## src/rtl/issue_commit_mpu_pkg.sv

```systemverilog
// Shared types and default sizing for the MPU issue/commit tracker.
// Latency: n/a (types and constants only).
// Backpressure: n/a.
package pkg_mpu;

    localparam int DEF_NUM_ISSUE        = 16;
    localparam int DEF_NUM_COMMIT_PORTS = 2;
    localparam int DEF_WIDTH_THREADID   = 8;
    localparam int DEF_WIDTH_ISSUE      = $clog2(DEF_NUM_ISSUE);

    typedef logic [DEF_WIDTH_ISSUE-1:0] mpu_issue_no_t;

    // One tracking-table slot: occupied, committed, and the owning thread.
    typedef struct packed {
        logic                          valid;
        logic                          done;
        logic [DEF_WIDTH_THREADID-1:0] threadid;
    } commit_ent_t;

endpackage

```

## src/rtl/issue_commit_mpu_commit_decode.sv

```systemverilog
// Turns the per-port commit numbers into a table set-mask plus an illegal-commit flag.
// Latency: purely combinational.
// Backpressure: none; every commit port is accepted (illegal ones masked when MPU_COMMIT_CHECK_EN).
module commit_decode_mpu
    import pkg_mpu::*;
#(
    parameter int NUM_ISSUE        = DEF_NUM_ISSUE,
    parameter int NUM_COMMIT_PORTS = DEF_NUM_COMMIT_PORTS,
    parameter int WIDTH_ISSUE      = $clog2(NUM_ISSUE)
) (
    input  logic [NUM_COMMIT_PORTS-1:0]             req_commit,
    input  logic [NUM_COMMIT_PORTS*WIDTH_ISSUE-1:0] commit_no,
    input  logic [NUM_ISSUE-1:0]                    ent_valid,
    input  logic [NUM_ISSUE-1:0]                    ent_done,
    output logic [NUM_ISSUE-1:0]                    set_mask,
    output logic                                    illegal
);

    // Legality is judged against the registered table, so two ports naming
    // the same live entry in one cycle both see done=0 and neither is flagged.
    always_comb begin
        set_mask = '0;
        illegal  = 1'b0;
        for (int p = 0; p < NUM_COMMIT_PORTS; p++) begin
            if (req_commit[p]) begin
`ifdef MPU_COMMIT_CHECK_EN
                if (ent_valid[commit_no[p*WIDTH_ISSUE +: WIDTH_ISSUE]] &&
                    !ent_done[commit_no[p*WIDTH_ISSUE +: WIDTH_ISSUE]]) begin
                    set_mask[commit_no[p*WIDTH_ISSUE +: WIDTH_ISSUE]] = 1'b1;
                end else begin
                    illegal = 1'b1;
                end
`else
                set_mask[commit_no[p*WIDTH_ISSUE +: WIDTH_ISSUE]] = 1'b1;
`endif
            end
        end
    end

`ifndef MPU_COMMIT_CHECK_EN
    // Table state is only consulted when checking is built in.
    logic unused_ent;
    assign unused_ent = ^{ent_valid, ent_done};
`endif

endmodule

```

## src/rtl/issue_commit_mpu.sv

```systemverilog
// In-order retire tracker: issues numbers from a circular table, takes out-of-order commits, retires in order.
// Latency: issue ack is combinational; commit at edge t retires at edge t+1 if the entry is head.
// Backpressure: issue refused while full (a same-cycle retire frees the slot only next cycle). Build option MPU_COMMIT_CHECK_EN.
module issue_commit_mpu
    import pkg_mpu::*;
#(
    parameter int NUM_ISSUE        = DEF_NUM_ISSUE,
    parameter int WIDTH_ISSUE      = $clog2(NUM_ISSUE),
    parameter int NUM_COMMIT_PORTS = DEF_NUM_COMMIT_PORTS,
    parameter int WIDTH_THREADID   = DEF_WIDTH_THREADID
) (
    input  logic                                    clock,
    input  logic                                    reset,
    input  logic                                    I_Req_Issue,
    input  logic [WIDTH_THREADID-1:0]               I_ThreadID,
    output logic                                    O_Ack_Issue,
    output logic [WIDTH_ISSUE-1:0]                  O_IssueNo,
    input  logic [NUM_COMMIT_PORTS-1:0]             I_Req_Commit,
    input  logic [NUM_COMMIT_PORTS*WIDTH_ISSUE-1:0] I_CommitNo,
    output logic                                    O_Req_Retire,
    output logic [WIDTH_ISSUE-1:0]                  O_Retire_No,
    output logic [WIDTH_THREADID-1:0]               O_Retire_ThreadID,
    output logic                                    O_Full,
    output logic                                    O_Empty,
    output logic [WIDTH_ISSUE:0]                    O_Count,
    output logic                                    O_Err_Commit
);

    localparam int              PW       = WIDTH_ISSUE + 1;
    localparam logic [PW-1:0]   FULL_CNT = PW'(NUM_ISSUE);
    localparam logic [PW-1:0]   PTR_ONE  = PW'(1);

    // Table entries use the package layout, so WIDTH_THREADID must match it.
    commit_ent_t                   tbl_q [NUM_ISSUE];
    commit_ent_t                   tbl_d [NUM_ISSUE];
    logic [PW-1:0]                 wr_ptr_q, wr_ptr_d;
    logic [PW-1:0]                 rd_ptr_q, rd_ptr_d;
    logic                          retire_vld_q, retire_vld_d;
    logic [WIDTH_ISSUE-1:0]        retire_no_q, retire_no_d;
    logic [WIDTH_THREADID-1:0]     retire_tid_q, retire_tid_d;
    logic                          err_q, err_d;

    logic [PW-1:0]                 count;
    logic                          full;
    logic [NUM_ISSUE-1:0]          ent_valid, ent_done, set_mask;
    logic                          illegal;
    logic [WIDTH_ISSUE-1:0]        rd_idx, wr_idx;
    commit_ent_t                   head;

    commit_decode_mpu #(
        .NUM_ISSUE        (NUM_ISSUE),
        .NUM_COMMIT_PORTS (NUM_COMMIT_PORTS),
        .WIDTH_ISSUE      (WIDTH_ISSUE)
    ) u_decode (
        .req_commit (I_Req_Commit),
        .commit_no  (I_CommitNo),
        .ent_valid  (ent_valid),
        .ent_done   (ent_done),
        .set_mask   (set_mask),
        .illegal    (illegal)
    );

    // Occupancy and issue handshake come from registered pointers only.
    always_comb begin
        count       = wr_ptr_q - rd_ptr_q;
        full        = (count == FULL_CNT);
        rd_idx      = rd_ptr_q[WIDTH_ISSUE-1:0];
        wr_idx      = wr_ptr_q[WIDTH_ISSUE-1:0];
        head        = tbl_q[rd_idx];
        O_Count     = count;
        O_Full      = full;
        O_Empty     = (count == '0);
        O_Ack_Issue = I_Req_Issue & ~full;
        O_IssueNo   = wr_idx;
        for (int i = 0; i < NUM_ISSUE; i++) begin
            ent_valid[i] = tbl_q[i].valid;
            ent_done[i]  = tbl_q[i].done;
        end
    end

    // Next table/pointer state: commits set done, retire frees the head, issue fills the tail.
    always_comb begin
        tbl_d        = tbl_q;
        wr_ptr_d     = wr_ptr_q;
        rd_ptr_d     = rd_ptr_q;
        retire_vld_d = 1'b0;
        retire_no_d  = retire_no_q;
        retire_tid_d = retire_tid_q;
        err_d        = illegal;

        for (int i = 0; i < NUM_ISSUE; i++) begin
            if (set_mask[i]) begin
                tbl_d[i].done = 1'b1;
            end
        end

        // Retire clears after the commit set so a freed head never stays done.
        if (head.valid && head.done) begin
            tbl_d[rd_idx].valid = 1'b0;
            tbl_d[rd_idx].done  = 1'b0;
            rd_ptr_d            = rd_ptr_q + PTR_ONE;
            retire_vld_d        = 1'b1;
            retire_no_d         = rd_idx;
            retire_tid_d        = head.threadid;
        end

        // The tail can only alias the head when full, and full blocks issue.
        if (O_Ack_Issue) begin
            tbl_d[wr_idx].valid    = 1'b1;
            tbl_d[wr_idx].done     = 1'b0;
            tbl_d[wr_idx].threadid = I_ThreadID;
            wr_ptr_d               = wr_ptr_q + PTR_ONE;
        end
    end

    // State registers; reset discards every outstanding entry.
    always_ff @(posedge clock or posedge reset) begin
        if (reset) begin
            for (int i = 0; i < NUM_ISSUE; i++) begin
                tbl_q[i] <= '0;
            end
            wr_ptr_q     <= '0;
            rd_ptr_q     <= '0;
            retire_vld_q <= 1'b0;
            retire_no_q  <= '0;
            retire_tid_q <= '0;
            err_q        <= 1'b0;
        end else begin
            tbl_q        <= tbl_d;
            wr_ptr_q     <= wr_ptr_d;
            rd_ptr_q     <= rd_ptr_d;
            retire_vld_q <= retire_vld_d;
            retire_no_q  <= retire_no_d;
            retire_tid_q <= retire_tid_d;
            err_q        <= err_d;
        end
    end

    assign O_Req_Retire      = retire_vld_q;
    assign O_Retire_No       = retire_no_q;
    assign O_Retire_ThreadID = retire_tid_q;
    assign O_Err_Commit      = err_q;

endmodule

```

## config.mk

```make
export PLATFORM = sky130hd
export DESIGN_NAME = issue_commit_mpu
export DESIGN_NICKNAME = d
export VERILOG_FILES = /design/src/rtl/issue_commit_mpu_pkg.sv /design/src/rtl/issue_commit_mpu_commit_decode.sv /design/src/rtl/issue_commit_mpu.sv
export SDC_FILE = /design/constraint.sdc
export NUM_CORES = 1
export LEC_CHECK = 0
export ABC_AREA = 1
export CORE_ASPECT_RATIO = 1.1
export CORE_MARGIN = 3
export CORE_UTILIZATION = 60
export DETAILED_ROUTE_END_ITERATION = 8
export PLACE_DENSITY = 0.78
export SYNTH_ARGS = -nofsm -noshare
export SYNTH_HDL_FRONTEND = slang
export SYNTH_SLANG_ARGS = --single-unit
```

## constraint.sdc

```tcl
create_clock -name clock -period 6.8 [get_ports clock]
set_input_delay 0.68 -clock clock [delete_from_list [all_inputs] [get_ports clock]]
set_output_delay 0.68 -clock clock [all_outputs]
set_load 0.01 [all_outputs]
```

# --- Word level (Yosys, flattened, before mapping) ---
# Index checks and enable logic that the tools add are counted.
word_totals:
  register_bits: 183
  latchBits: 0
  mem_bits_rw: 0
  romBits: 0
  output_inout_bits: 26
  wordCells: 119
  mem_count: 0
classes:
  add_sub_neg: 3
  n_mul: 0
  div_mod_pow: 0
  magnitude_cmp: 8
  n_eq_ne: 1
  n_shift: 0
  mux: 43
  bitwise: 5
  reduce_logical: 6
op_table:
  columns: ["operator", "count"]
  rows:
  - ["$bwmux 160", 5]
  - ["$mux 160", 2]
  - ["$demux 10 s4", 5]
  - ["$bmux 10 s4", 1]
  - ["$mux 10", 4]
  - ["$mux 16", 2]
  - ["$mux 1", 19]
  - ["$mux 9", 2]
  - ["$or 16x16->16", 1]
  - ["$add 5x1->5 const B", 2]
  - ["$ge 5x5->1 const B", 2]
  - ["$lt 4x5->1 const B", 2]
  - ["$lt 5x1->1 const B", 2]
  - ["$not 4->5", 2]
  - ["$demux 1 s4", 2]
  - ["$ge 4x1->1 const B", 2]
  - ["$mux 8", 1]
  - ["$eq 5x5->1 const B", 1]
  - ["$logic_and 1x1->1", 5]
  - ["$logic_not 5->1", 1]
  - ["$sub 5x5->5", 1]
  - ["$and 1x1->1", 1]
  - ["$not 1->1", 1]

# --- Logic depth before layout (Yosys ltp) ---
depth:
  word_depth: 15
  ltp_mapped: 15

# --- By module ---
# From an unflattened synthesis, not the netlist that was laid out.
hier_totals:
  hier_cells: 1250
  hier_area_um2: 10012.1
by_module_without_submodules:
  columns: ["module", "instances", "cells_each", "area_each_um2", "seq_area_each_um2"]
  rows:
  - ["issue_commit_mpu", 1, 1169, 9638.0, 4604.4]
  - ["commit_decode_mpu", 1, 81, 374.1, 0.0]

# --- Worst setup path after synthesis ---
# No wires, ideal clock.
synth_timing:
  kind: "register -> output"
  startpoint: "register wr_ptr_q[0]"
  endpoint: "output port O_Ack_Issue"
  t_arrival_ns: 2.102
  t_required_ns: 6.120
  setup_slack_ns: 4.018
  stages_incl_launch_ff: 11
  cell_sequence: "dfrtp_1 -> inv_1 -> ha_1 -> fa_1 -> xnor2_1 -> nor2_1 -> nand3_2 -> buf_6 -> buf_12 -> nand2_2 -> inv_2"
synth_via:
  elab_chain_cells: 4
synth_rtl:
  columns: ["item", "line", "rtl"]
  rows:
  - ["start: declaration", "issue_commit_mpu.sv:36", "logic [PW-1:0] wr_ptr_q, wr_ptr_d;"]
  - ["start signal: assignment", "issue_commit_mpu.sv:130", "wr_ptr_q <= wr_ptr_d;"]
  - ["$sub 5x5->5", "issue_commit_mpu.sv:65", "count = wr_ptr_q - rd_ptr_q;"]
  - ["via O_Count[2]", "issue_commit_mpu.sv:25", "output logic [WIDTH_ISSUE:0] O_Count,"]
  - ["$eq 5x5->1", "issue_commit_mpu.sv:66", "full = (count == FULL_CNT);"]
  - ["$not 1->1", "issue_commit_mpu.sv:73", "O_Ack_Issue = I_Req_Issue & ~full;"]
  - ["$and 1x1->1", "issue_commit_mpu.sv:73", null]
  - ["end: declaration", "issue_commit_mpu.sv:16", "output logic O_Ack_Issue,"]
# The timed path passes the listed nets, and every way through them passes these cells.

# --- Final worst setup path ---
layout_timing:
  startpoint: "register rd_ptr_q[1]"
  endpoint: "output port O_Ack_Issue"
layout_via:
  elab_chain_cells: 4
layout_rtl:
  columns: ["item", "line", "rtl"]
  rows:
  - ["start: declaration", "issue_commit_mpu.sv:37", "logic [PW-1:0] rd_ptr_q, rd_ptr_d;"]
  - ["start signal: assignment", "issue_commit_mpu.sv:131", "rd_ptr_q <= rd_ptr_d;"]
  - ["$sub 5x5->5", "issue_commit_mpu.sv:65", null]
  - ["$eq 5x5->1", "issue_commit_mpu.sv:66", null]
  - ["$not 1->1", "issue_commit_mpu.sv:73", null]
  - ["$and 1x1->1", "issue_commit_mpu.sv:73", null]
# Every way passes these cells.

==> key figures <==
Outcome
  • Status: completed

STA
  • RSZ-0062 raised after global routing: no
  • Fin crit share: 64.82%
  • Final hold viol count: 0
  • Worst slew pin tran: between 0.9 and 1 ns
  • Max Transition Viols Final: 0
  • Fmax: 226.9 MHz
  • Final-report setup violation count: 0
  • Worst rel slew slack: 37.81%
  • Fin crit period: 4.408 ns
  • TNS Setup: 0 ns
  • Final Skew: around 0.0099 ns

GRT
  • Largest net degree at the start of global routing: 75
  • Gr ovfl total: 0
  • Vias in the first global route: approximately 7,800
  • First-pass GRT wire length: 40,240 um
  • Gr usage total: approximately 29%
  • Initial antenna violation count: 0

Route
  • Vias: 8,186
  • Wire length on met1: 10,390 um
  • DRC: 0
  • Uppermost routed layer: met4
  • Final ANT Viol Nets: 0
  • Metal2 WL: between 10,000 and 15,000 um
  • DRT iter0 DRCs: 838
  • Metal3 WL: 1764 um
  • DR vias/cell: between 5 and 6
  • WL per Instance: 17.12 um
  • Post-Route WL: roughly 25,000 um
  • TritonRoute pass-1 iters: 9

Clock network
  • Num CTS Buffers: 17
  • CTS tree: built
  • Root buffer cell: clkbuf_16
  • Clock-pin slew on the worst setup and hold paths: 0.07 ns
  • Post-CTS resize count: 0
  • Clock Latency Late Sink: between 0.4 and 0.5 ns
  • Clock buffer depth: 2
  • CTS Sinks: 183
  • H-tree level count: 4
  • Setup Buffers After CTS: 0
  • Hold_buf cts: 0

Power and ir drop
  • VDD IR-drop max: 0.2218 mV
  • Ratio of total power to cell area: between 500 and 600 nW/um^2
  • Leak: about 5.1 nW
  • Pwr Total: 0.005484 W

Cells and area
  • N_diodes: 0
  • Final Core Density: 67.23%
  • Final instance area: between 10,000 and 15,000 sq um
  • Share of cells above drive strength 1: 11.68%
  • Layout overhead on the synthesized area: 8.939%
  • Final nets: 1,254

Floorplanning
  • Die footprint: 17,880 sq um
  • Die H: 139.9 um
  • Die W: 127.8 um
  • Core area: 15,860 sq um
  • Initial Util: 61.71%
  • Row cnt: 48
  • # IOs: 47

Placed design
  • # port buffers: 45
  • Placed Area: approximately 10,000 sq um
  • Global placer's final weighted congestion: 0.8734
  • DPL Wire Length: 15,010 um

Yosys
  • Number of flops mapped to enable cells by yosys: 0
  • Distinct cells, synth: 35
  • Predominant post-synthesis flop cell: dfrtp_1
  • Syn Area/Cell: 8.033 sq um
  • Seq/Total Area, Yosys: between 40% and 50%
  • Yosys reg bits: 183
  • Post-synthesis cell area: about 10000 sq um
  • Syn Nets: 1,252
  • Warnings, synthesis: 0
  • Cell count after synthesis: roughly 1,200
  • Post-synth ARST share: 100.0%

Worst setup path
  • CP Launch Type: flip-flop
  • Worst EP arrival: around 3.7 ns
  • Critical path endpoint category: primary output
  • Crit Path Class: reg -> out
  • Critical Path RT: between 6 and 7 ns
  • Worst-path fanout max: 70

Job
  • Max cap viols: 0

Hold path
  • Worst min-delay path class: reg -> reg
## report_power, final
group	internal [W]	leakage, nW	total, W	switching [W]
clock network	0.000605	0.307	0.00104	0.000434
registers	0.00159	2.30	0.00188	0.000290
logic	0.000920	2.52	0.00256	0.00164
## metrics by stage
stage	hold slack, ns	cells	setup WS [ns]
floorplan	0.4478	1218	1.148
global placement	0.4589	1401	2.922
detailed placement	0.4625	1401	2.870
CTS	0.4800	1433	2.371
global route	0.4965	1433	2.077
finish	0.4788	1433	2.392
## cell usage after synthesis, types with 2 or more instances
library cell,n,area share [%]
nand2_1,343,13
dfrtp_1,183,47
o21ai_0,153,7.8
nor2_1,148,5.7
inv_1,83,3.2
o21ai_2,58,5.2
nand3_1,56,2.9
o21ai_1,23,1.2
buf_2,21,1.1
clkbuf_1,21,0.81
buf_4,17,1.3
nand2_2,13,0.83
ha_1,12,1.5
a21oi_1,9,0.46
buf_12,9,1.8
nand3_2,9,0.92
nor2_2,9,0.58
o211ai_1,9,0.69
nand3_4,8,1.4
o22ai_1,8,0.51
xnor2_1,5,0.45
buf_6,3,0.35
nand3b_1,3,0.23
xor2_1,3,0.27
inv_2,2,0.077
## per-layer routing
layer,GRT usage (%),up-vias
li1,-,3942
met1,38.98,3859
met2,45.50,326
met3,5.034,59
met4,12.12,0
met5,0,-
## cell usage in the layout, fill, tap and decap left out
| cell | Yosys | routed |
|---|---|---|
| a21oi_1 | 9 | 9 |
| buf_4 | 17 | 10 |
| bufinv_16 | 0 | 3 |
| clkbuf_1 | 21 | 1 |
| clkbuf_16 | 0 | 17 |
| clkbuf_8 | 0 | 2 |
| clkdlybuf4s50_1 | 0 | 45 |
| clkinv_1 | 1 | 1 |
| clkinv_2 | 0 | 2 |
| clkinv_4 | 0 | 3 |
| conb_1 | 1 | 1 |
| dfrtp_1 | 183 | 181 |
| dfrtp_2 | 0 | 2 |
| fa_1 | 1 | 1 |
| ha_1 | 12 | 12 |
| inv_1 | 83 | 81 |
| inv_2 | 2 | 3 |
| inv_6 | 0 | 4 |
| inv_8 | 0 | 1 |
| nand2_1 | 343 | 343 |
| nand2_2 | 13 | 13 |
| nand3_1 | 56 | 56 |
| nand3_2 | 9 | 9 |
| nand3_4 | 8 | 8 |
| nand3b_1 | 3 | 3 |
| nor2_1 | 148 | 148 |
| nor2_2 | 9 | 9 |
| nor3_1 | 1 | 1 |
| nor3b_1 | 1 | 1 |
| nor4_1 | 1 | 1 |
| o211ai_1 | 9 | 9 |
| o21ai_0 | 153 | 153 |
| o21ai_1 | 23 | 23 |
| o21ai_2 | 58 | 58 |
| o221ai_1 | 1 | 1 |
| o22ai_1 | 8 | 8 |
| o311ai_0 | 1 | 1 |
| o31ai_1 | 1 | 1 |
| xnor2_1 | 5 | 5 |
| xor2_1 | 3 | 3 |
## cell families after synthesis
| family | share of synthesized area (%) |
|---|---|
| and+or+nand+nor | 25.88 |
| AOI/OAI and AO/OA | 16.11 |
| DFF | 46.80 |
| buffers and inverters | 8.708 |
| adders and majority gates | 1.739 |
| xor gates and xnor gates | 0.7161 |
| other | 0.03833 |
## state kept, by name, summed over array words and instances (netlist names)
name / cells
O_Req_Retire: 1
O_Retire_No: 4
O_Retire_ThreadID: 8
ent_done: 16
ent_valid: 16
rd_ptr_q: 5
tbl_q: 128
wr_ptr_q: 5
## layout make-up
cell class	count	area (sq um)
Clock buffer	20	456.7
Clock inverter	12	163.9
Fill cell	1345	5196
Inverter	86	327.8
Multi-Input combinational cell	877	4353
Sequential cell	183	4582
Tap cell	200	250.2
Timing Repair Buffer	55	525.5
## worst paths after layout
check	slack [ns]	cells after the start	from	endpoint
max	2.39	11	rd_ptr_q[1]$_DFFE_PP0N_	O_Ack_Issue
min	0.48	2	tbl_q[147]$_DFFE_PP0P_	tbl_q[147]$_DFFE_PP0P_
max reg2reg	3.32	13	rd_ptr_q[1]$_DFFE_PP0N_	O_Retire_ThreadID[7]$_DFFE_PP0N_
min reg2reg	0.48	2	tbl_q[147]$_DFFE_PP0P_	tbl_q[147]$_DFFE_PP0P_
max in group asynchronous	4.91	3	reset	tbl_q[85]$_DFFE_PP0P_
min in group asynchronous	0.61	2	reset	tbl_q[144]$_DFFE_PP0P_
## worst max-delay path: stages (launching register included)
cell	delay, ns
dfrtp_2	0.35
buf_4	0.57
clkinv_1	0.24
ha_1	0.33
nand3b_1	0.09
nand2_1	0.08
nand2_1	0.05
nand2_1	0.09
nand3_2	0.57
nand2_2	0.32
inv_2	0.09
clkdlybuf4s50_1	0.49
(Power assumes the default switching activity.)
